[src/rtl/fcp6_pkg.sv]
// Shared definitions for the FCP6 2-bit serial link: beat qualifiers, header
// field positions, payload geometry and the responder state encoding.
package fcp6_pkg;

   localparam logic [1:0] CTRL_IDLE   = 2'b00;
   localparam logic [1:0] CTRL_HEADER = 2'b01;
   localparam logic [1:0] CTRL_DATA   = 2'b10;
   localparam logic [1:0] CTRL_END    = 2'b11;

   localparam int RW_BIT   = 7;
   localparam int ID_MSB   = 6;
   localparam int ID_LSB   = 4;
   localparam int ADDR_MSB = 3;
   localparam int ADDR_LSB = 0;

   localparam int BEATS_PER_BYTE = 4;
   localparam int BEAT_CNT_W     = 3;
   localparam int REG_DEPTH      = 16;

   typedef enum logic [2:0] {
      ST_IDLE,
      ST_HDR,
      ST_IGNORE,
      ST_WDATA,
      ST_WEND,
      ST_TURN,
      ST_RDATA
   } fcp6_state_e;

   // Even-parity beat that trails a payload byte when parity is enabled.
   function automatic logic [1:0] parity_beat(input logic [7:0] value);
      return {1'b0, ^value};
   endfunction

endpackage

[src/rtl/fcp6_beat_shifter.sv]
// 2-bit-in / 8-bit-out shift register with a beat counter. Assembles header and
// write bytes, and serialises a loaded read byte MSB pair first.
module fcp6_beat_shifter
   import fcp6_pkg::*;
(
   input  logic                  clk,
   input  logic                  rst,
   input  logic                  load_i,
   input  logic [7:0]            load_data_i,
   input  logic                  shift_i,
   input  logic                  clr_i,
   input  logic [1:0]            data_i,
   output logic [7:0]            byte_o,
   output logic [1:0]            msb_pair_o,
   output logic [BEAT_CNT_W-1:0] count_o
);

   logic [7:0]            byte_q,  byte_d;
   logic [BEAT_CNT_W-1:0] count_q, count_d;

   always_comb begin
      byte_d  = byte_q;
      count_d = count_q;
      if (load_i) begin
         byte_d  = load_data_i;
         count_d = '0;
      end else begin
         if (shift_i) begin
            byte_d  = {byte_q[5:0], data_i};
            count_d = count_q + BEAT_CNT_W'(1);
         end
         // Clear beats the increment so the last header beat can shift and restart the count.
         if (clr_i) begin
            count_d = '0;
         end
      end
   end

   always_ff @(posedge clk) begin
      if (rst) begin
         byte_q  <= '0;
         count_q <= '0;
      end else begin
         byte_q  <= byte_d;
         count_q <= count_d;
      end
   end

   assign byte_o     = byte_q;
   assign msb_pair_o = byte_q[7:6];
   assign count_o    = count_q;

endmodule

[src/rtl/fcp6_responder.sv]
// FCP6 responder: decodes master beats, commits writes to a 16x8 register file and
// serves reads. Define FCP6_PARITY_EN to add an even-parity beat to every payload.
module fcp6_responder
   import fcp6_pkg::*;
#(
   parameter logic [2:0] SLAVE_ID  = 3'd6,
   parameter logic [7:0] REG_RESET = 8'h00
) (
   input  logic       clk,
   input  logic       rst,
   input  logic [1:0] ctrl_in,
   input  logic [1:0] data_in,
   output logic [1:0] data_out,
   output logic       data_valid_out,
   output logic       ack,
   output logic       err,
   output logic       busy,
   output logic [7:0] received_data,
   output logic [3:0] received_addr
);

   localparam logic [BEAT_CNT_W-1:0] LAST_BYTE_BEAT = BEAT_CNT_W'(BEATS_PER_BYTE - 1);
`ifdef FCP6_PARITY_EN
   localparam logic [BEAT_CNT_W-1:0] PARITY_BEAT  = BEAT_CNT_W'(BEATS_PER_BYTE);
   localparam logic [BEAT_CNT_W-1:0] LAST_RD_BEAT = PARITY_BEAT;
`else
   localparam logic [BEAT_CNT_W-1:0] LAST_RD_BEAT = LAST_BYTE_BEAT;
`endif

   fcp6_state_e state_q, state_d;
   logic        ack_q, ack_d;
   logic        err_q, err_d;
   logic        fault;
   logic [3:0]  addr_q, addr_d;
   logic [7:0]  received_data_q;
   logic [3:0]  received_addr_q;
   logic        wr_en;

   logic [7:0]           regfile_q [REG_DEPTH];
   logic [7:0]           rd_data_q;
   logic [REG_DEPTH-1:0] wr_sel;

   logic                  sh_load, sh_shift, sh_clr;
   logic [7:0]            sh_byte;
   logic [1:0]            sh_msb_pair;
   logic [BEAT_CNT_W-1:0] sh_count;

   logic [7:0] hdr_byte;
   logic [3:0] hdr_addr;

   // The header byte is complete combinationally while its 4th beat is on the wire.
   assign hdr_byte = {sh_byte[5:0], data_in};
   assign hdr_addr = hdr_byte[ADDR_MSB:ADDR_LSB];

   fcp6_beat_shifter u_shifter (
      .clk         (clk),
      .rst         (rst),
      .load_i      (sh_load),
      .load_data_i (rd_data_q),
      .shift_i     (sh_shift),
      .clr_i       (sh_clr),
      .data_i      (data_in),
      .byte_o      (sh_byte),
      .msb_pair_o  (sh_msb_pair),
      .count_o     (sh_count)
   );

   always_ff @(posedge clk) begin
      if (rst) begin
         state_q         <= ST_IDLE;
         ack_q           <= 1'b0;
         err_q           <= 1'b0;
         addr_q          <= '0;
         received_data_q <= REG_RESET;
         received_addr_q <= '0;
      end else begin
         state_q <= state_d;
         ack_q   <= ack_d;
         err_q   <= err_d;
         addr_q  <= addr_d;
         if (wr_en) begin
            received_data_q <= sh_byte;
            received_addr_q <= addr_q;
         end
      end
   end

   always_comb begin
      state_d  = state_q;
      ack_d    = 1'b0;
      err_d    = 1'b0;
      fault    = 1'b0;
      addr_d   = addr_q;
      wr_en    = 1'b0;
      sh_load  = 1'b0;
      sh_shift = 1'b0;
      sh_clr   = 1'b0;
      case (state_q)
         ST_IDLE: begin
            if (ctrl_in == CTRL_HEADER) begin
               sh_shift = 1'b1;
               state_d  = ST_HDR;
            end
         end
         ST_HDR: begin
            if (ctrl_in != CTRL_HEADER) begin
               fault = 1'b1;
            end else begin
               sh_shift = 1'b1;
               if (sh_count == LAST_BYTE_BEAT) begin
                  sh_clr = 1'b1;
                  addr_d = hdr_addr;
                  if (hdr_byte[ID_MSB:ID_LSB] != SLAVE_ID) begin
                     state_d = ST_IGNORE;
                  end else if (hdr_byte[RW_BIT]) begin
                     state_d = ST_TURN;
                  end else begin
                     state_d = ST_WDATA;
                  end
               end
            end
         end
         ST_IGNORE: begin
            if (ctrl_in == CTRL_END || ctrl_in == CTRL_IDLE) begin
               sh_clr  = 1'b1;
               state_d = ST_IDLE;
            end
         end
         ST_WDATA: begin
            if (ctrl_in != CTRL_DATA) begin
               fault = 1'b1;
            end else begin
`ifdef FCP6_PARITY_EN
               if (sh_count == PARITY_BEAT) begin
                  if (data_in == parity_beat(sh_byte)) begin
                     state_d = ST_WEND;
                  end else begin
                     fault = 1'b1;
                  end
               end else begin
                  sh_shift = 1'b1;
               end
`else
               sh_shift = 1'b1;
               if (sh_count == LAST_BYTE_BEAT) begin
                  state_d = ST_WEND;
               end
`endif
            end
         end
         ST_WEND: begin
            if (ctrl_in == CTRL_END) begin
               wr_en   = 1'b1;
               ack_d   = 1'b1;
               sh_clr  = 1'b1;
               state_d = ST_IDLE;
            end else begin
               fault = 1'b1;
            end
         end
         ST_TURN: begin
            if (ctrl_in != CTRL_IDLE) begin
               fault = 1'b1;
            end else begin
               sh_load = 1'b1;
               state_d = ST_RDATA;
            end
         end
         ST_RDATA: begin
            if (ctrl_in != CTRL_IDLE) begin
               fault = 1'b1;
            end else if (sh_count == LAST_RD_BEAT) begin
               ack_d   = 1'b1;
               sh_clr  = 1'b1;
               state_d = ST_IDLE;
            end else begin
               sh_shift = 1'b1;
            end
         end
         default: begin
            state_d = ST_IDLE;
         end
      endcase
      if (fault) begin
         err_d    = 1'b1;
         sh_shift = 1'b0;
         sh_clr   = 1'b1;
         state_d  = ST_IDLE;
      end
   end

`ifdef FCP6_PARITY_EN
   logic [1:0] par_q;

   always_ff @(posedge clk) begin
      if (rst) begin
         par_q <= '0;
      end else if (sh_load) begin
         par_q <= parity_beat(rd_data_q);
      end
   end
`endif

   always_comb begin
      busy           = (state_q != ST_IDLE) && (state_q != ST_IGNORE);
      data_valid_out = (state_q == ST_RDATA);
      data_out       = 2'b00;
      if (state_q == ST_RDATA) begin
         data_out = sh_msb_pair;
`ifdef FCP6_PARITY_EN
         if (sh_count == PARITY_BEAT) begin
            data_out = par_q;
         end
`endif
      end
   end

   generate
      for (genvar gi = 0; gi < REG_DEPTH; gi++) begin : g_wr_sel
         assign wr_sel[gi] = wr_en && (addr_q == 4'(gi));
      end
   endgenerate

   always_ff @(posedge clk) begin
      if (rst) begin
         for (int i = 0; i < REG_DEPTH; i++) begin
            regfile_q[i] <= REG_RESET;
         end
      end else begin
         for (int i = 0; i < REG_DEPTH; i++) begin
            if (wr_sel[i]) begin
               regfile_q[i] <= sh_byte;
            end
         end
      end
   end

   // Registered read addressed by the header as it completes, ready for the turnaround load.
   always_ff @(posedge clk) begin
      if (rst) begin
         rd_data_q <= '0;
      end else begin
         rd_data_q <= regfile_q[hdr_addr];
      end
   end

   assign ack           = ack_q;
   assign err           = err_q;
   assign received_data = received_data_q;
   assign received_addr = received_addr_q;

endmodule
[config.mk]
export PLATFORM = sky130hd
export DESIGN_NAME = fcp6_responder
export DESIGN_NICKNAME = d
export VERILOG_FILES = /design/src/rtl/fcp6_pkg.sv /design/src/rtl/fcp6_beat_shifter.sv /design/src/rtl/fcp6_responder.sv
export SDC_FILE = /design/constraint.sdc
export NUM_CORES = 1
export LEC_CHECK = 0
export BUFFER_PORTS_ARGS = -buffer_cell sky130_fd_sc_hd__buf_2
export CAP_MARGIN = 20
export CORE_UTILIZATION = 25
export CTS_CLUSTER_SIZE = 24
export DETAILED_ROUTE_END_ITERATION = 8
export PLACE_DENSITY = 0.4
export SETUP_SLACK_MARGIN = 0.4
export SYNTH_ARGS = -nofsm -noshare
export SYNTH_HDL_FRONTEND = slang
export SYNTH_SLANG_ARGS = --single-unit
[constraint.sdc]
create_clock -name clk -period 3.2 [get_ports clk]
set_input_delay 0.32 -clock clk [delete_from_list [all_inputs] [get_ports clk]]
set_output_delay 0.32 -clock clk [all_outputs]
set_load 0.05 [all_outputs]
Word-level counts from Yosys, hierarchy flattened
Memory sizes are Yosys's and may differ from the RTL's. A register that Yosys moved wholly into a read port is not among the register bits.
Cells that the tools add are included.
Widths: inputs -> output; s select.
Word-level totals
  bits in registers: 32
  memory bits (writable): 128
  output and inout port bits: 18
  logic and storage cells: 200
  memories: 1
Operators by class
  add/sub/neg operators: 1
  eq/ne operators: 38
  mux-type cells: 106
  bitwise gates (word level): 17
  reduce and logical (&&, ||, !) cells: 29
Memories
  regfile_q: words 16, bits a word 8, read ports 1, clocked after Yosys merged registers in 1, write ports 16, line fcp6_responder.sv:39  | logic [7:0] regfile_q [REG_DEPTH];
Operators with widths (count)
  $mux 8: 18
  $mux 1: 70
  $mux 3: 12
  $eq 4x4->1 const B: 8
  $pmux 3 s7: 1
  $ne 2x2->1 const B: 10
  $logic_and 1x1->1: 17
  $eq 4x3->1 const B: 4
  $or 1x1->1: 16
  $pmux 1 s4: 3
  $reduce_and 10->1: 1
  $eq 3x2->1 const B: 3
  $eq 3x3->1 const B: 3
  $eq 4x2->1 const B: 2
  $eq 4x1->1 const B: 1
  $logic_not 4->1: 1
  $ne 2x1->1 const B: 2
  $reduce_bool 2->1: 2
  $reduce_or 2->1: 2
  $add 3x1->3 const B: 1
  $eq 3x1->1 const B: 1
  $logic_not 3->1: 1
  $ne 3x2->1 const B: 1
  $ne 3x3->1 const B: 1
  other kinds (10): 10

Depth between registers and ports, before layout
  depth after elaboration: 8
  mapped depth: 8

By module
Synthesis repeated with hierarchy kept, for this count alone.
Second synthesis, totals
  cells, all modules: 526
  area total of the unflattened synthesis: 7199.4 um^2
Modules (own cells, without submodules)
  fcp6_responder: instances 1, cells an instance 477, area each 6686.4 um^2, sequential area each 4424.2 um^2
  fcp6_beat_shifter: instances 1, cells an instance 49, area each 513.0 um^2, sequential area each 220.2 um^2

Least setup slack after synthesis
OpenSTA, ideal clock, no wires.
  kind: flip-flop to flip-flop
  start point: reg state_q[0]
  end point: mem regfile_q[4][0], enable pin
  setup time: 0.334 ns
  arrival: 1.625 ns
  data required time: 2.866 ns
  setup slack: 1.240 ns
  stages on the path, launching flop included: 7
  path buffers: 1
  cells stage by stage: dfxtp_1 -> clkbuf_1 -> nor2b_1 -> nand2_1 -> nor3_1 -> nand2_1 -> nand2b_1
RTL lines
  start: declaration: line fcp6_responder.sv:30  | fcp6_state_e state_q, state_d;
  start signal: assignment: line fcp6_responder.sv:77  | state_q <= state_d;
  end: declaration: line fcp6_responder.sv:39

==> impl_metrics.ini <==
[detailed_routing]
vias_per_cell = 4.580
firstDrtPassIters = 4
ant_nets = 0
vias = 4539
drt_wl_total_mm = 18.94
drt_iter0_drc = 247
routedWlPerCell_um = 19.11
drcViolationCount = 0

[run]
cap_viol_max_count = 0

[critical_path]
crit_fanout = 15
timing.rr.end = regfile_q[9][3]
criticalPathCategory = reg2reg
cp.required_ps = 3280
critPathLaunchType = flop
reg2reg_slack_ps = 690
crit_path_end_kind = flop
worstPathArrival_ps = 2590
crit_end = regfile_q[9][3]
reg2reg_depth = 5
r2r_start = state_q[0]
crit_start = state_q[0]

[timing]
hold_violations = 0
fmaxAchievable_ghz = 0.3979
finalClockSkew_ps = 11.99
finalSetupTns_ps = 0
max-slew-margin-rel_pct = 40.88
max_slew.worst_pin.slew_ps = 885.6
period_minus_slack_ps = 2513
whs_ps = 428.1
fin_crit_sh_pct = 78.54
slew_viol_final = 0
setup-violations-final = 0
grt_setup_unrepaired = false

[die]
core-area_mm2 = 0.02870
dieArea_mm2 = 0.02979
std_cell_rows = 62
ioPinCount = 24
dieWidth_um = 172.6
initial_utilization_pct = 25.35
die_y_um = 172.6

[layout]
multi_input_area_mm2 = 0.002424
nNetsFinal = 608
layout_commonest_cell = edfxtp_1
syn_to_final_growth_pct = 16.88
diodes = 0
regArea_mm2 = 0.004644
final_cell_mix = 128 x edfxtp_1, 102 x nor2_1, 45 x nand2_1
drive_gt1_share_pct = 18.95
fill_cells = 2960

[logic_synthesis]
synthesis.instances = 568
avgSynthCellArea_um2 = 12.81
ys.flop_type = edfxtp_1
syn-cell-area_mm2 = 0.007277
synth_edf_count = 128
synthArstFlopShare_pct = 0
synth_cell_types = 50
ys_warn_count = 0
seq_area_frac_synth_pct = 63.82
synth_seq_cells = 168
synth_fp_nets = 582

[power]
p_per_area_mw_per_mm2 = 598.7
power_mw = 5.092
ir_drop_mv = 0.3250
p_leak_nw = 3.013

[clocking]
cts_sinks = 168
clkLatencyLatePin_ps = 430
path_clk_slew_ps = 70
holdBufCountCts = 0
cts.repair.resized = 0
htreeDepth = 4
cts_made_buffers = 17
clock_path_buffers = 2
cts_tree = yes
cts_setup_buffers = 0
clock_tree.root_cell = clkbuf_16

[placed_design]
portBuffers = 23
place.gp.congestion = 0.7566
post-dp-hpwl_mm = 13.22

[min_path]
hp-class = in2reg
hold_depth = 2

[global_routing]
grt_max_degree = 33
grt-ovfl-total = 0
grt_pass1_vias = 4817
antenna_found_initial = 0
track_usage_pct = 13.28
grt_pass1_wl_mm = 29.00

[status]
status = finished, final reports clean
-- sequential cells by signal, summed over array words and instances, names as in the netlist --
register	flops
state_q	3
addr_q	4
u_shifter.count_o	3
err	1
u_shifter.byte_o	8
ack	1
rd_data_q	8
received_data	8
received_addr	4
regfile_q	128
-- worst max-delay path: stages, from the launching register on --
cell,delay [ps]
dfxtp_1,460
nor2b_1,290
nand2_1,160
nor3b_2,510
nand2_1,340
nand2b_1,400
-- worst min-delay path by stage --
stage	start	endpoint	slack [ps]
2_1_floorplan	u_shifter.count_o[2]	u_shifter.count_o[2]	440
3_3_place_gp	u_shifter.count_o[2]	u_shifter.count_o[2]	450
3_5_place_dp	received_data[1]	received_data[1]	450
4_1_cts	rst	err	440
5_1_grt	rst	err	450
6_report	rst	err	430
-- final cells by class --
type | count | area share [%]
flip-flops and latches | 168 | 54.60
multi-input cells | 349 | 28.49
inverters | 12 | 0.5296
clock inverters | 15 | 2.192
repair buffers | 46 | 3.530
well taps | 384 | 5.649
clock buffers | 17 | 5.001
-- per-layer routing --
layer,up-vias,part of all wire (%),wire length [um],track usage (%)
met4,0,1.4,267,4.799
met1,2298,43,8133,16.65
met3,18,5.0,939,2.375
li1,2125,-,-,-
met5,-,0,0,0
met2,98,51,9599,22.82
-- metrics by stage --
step	utilization (%)	instances	setup slack [ps]	instance area, um2
6_report	29.63	991	686.8	8506
5_1_grt	29.63	991	401.5	8506
3_5_place_dp	27.50	959	616.9	7894
2_1_floorplan	-	568	1240	7277
4_1_cts	29.63	991	666.8	8506
3_3_place_gp	27.50	959	625.3	7894
-- kinds of logic after synthesis --
| family | after synthesis | synth area share [%] |
|---|---|---|
| buf+inv | 51 | 2.871 |
| simple gates | 208 | 13.34 |
| flops | 168 | 63.82 |
| fa+ha+maj | 8 | 1.376 |
| mux | 51 | 10.85 |
| xor+xnor | 1 | 0.1204 |
| compound gates | 81 | 7.617 |
-- cells in the mapped netlist, types with 2 or more instances --
cell type	instances	area, um2
a22oi_1	6	45.04
nor2b_1	12	75.07
nor3_1	2	10.01
mux2_2	2	22.52
edfxtp_1	128	3844
o211ai_1	4	30.03
mux4_2	22	495.5
a21oi_1	23	115.1
nand2_1	45	168.9
buf_2	5	25.02
clkbuf_1	30	112.6
inv_1	11	41.29
a311oi_1	7	61.31
a21o_1	2	15.01
buf_4	3	22.52
and3_1	4	25.02
a211oi_1	15	112.6
ha_1	8	100.1
nor2_1	102	382.9
nand3_1	4	20.02
o22ai_1	2	12.51
mux2i_1	26	260.3
nand2b_1	25	156.4
o21ai_0	9	45.04
a31o_2	4	35.03
or2_2	3	18.77
a32oi_1	2	17.52
dfxtp_1	40	800.8
-- where the power goes --
group	leakage (nW)	internal (mW)	total (mW)	switching [mW]
Clock	0.290	1.24	2.14	0.892
Combinational	1.08	0.175	0.452	0.277
Sequential	1.65	2.43	2.50	0.0718
Note: power is estimated with default switching activity, not from simulation.
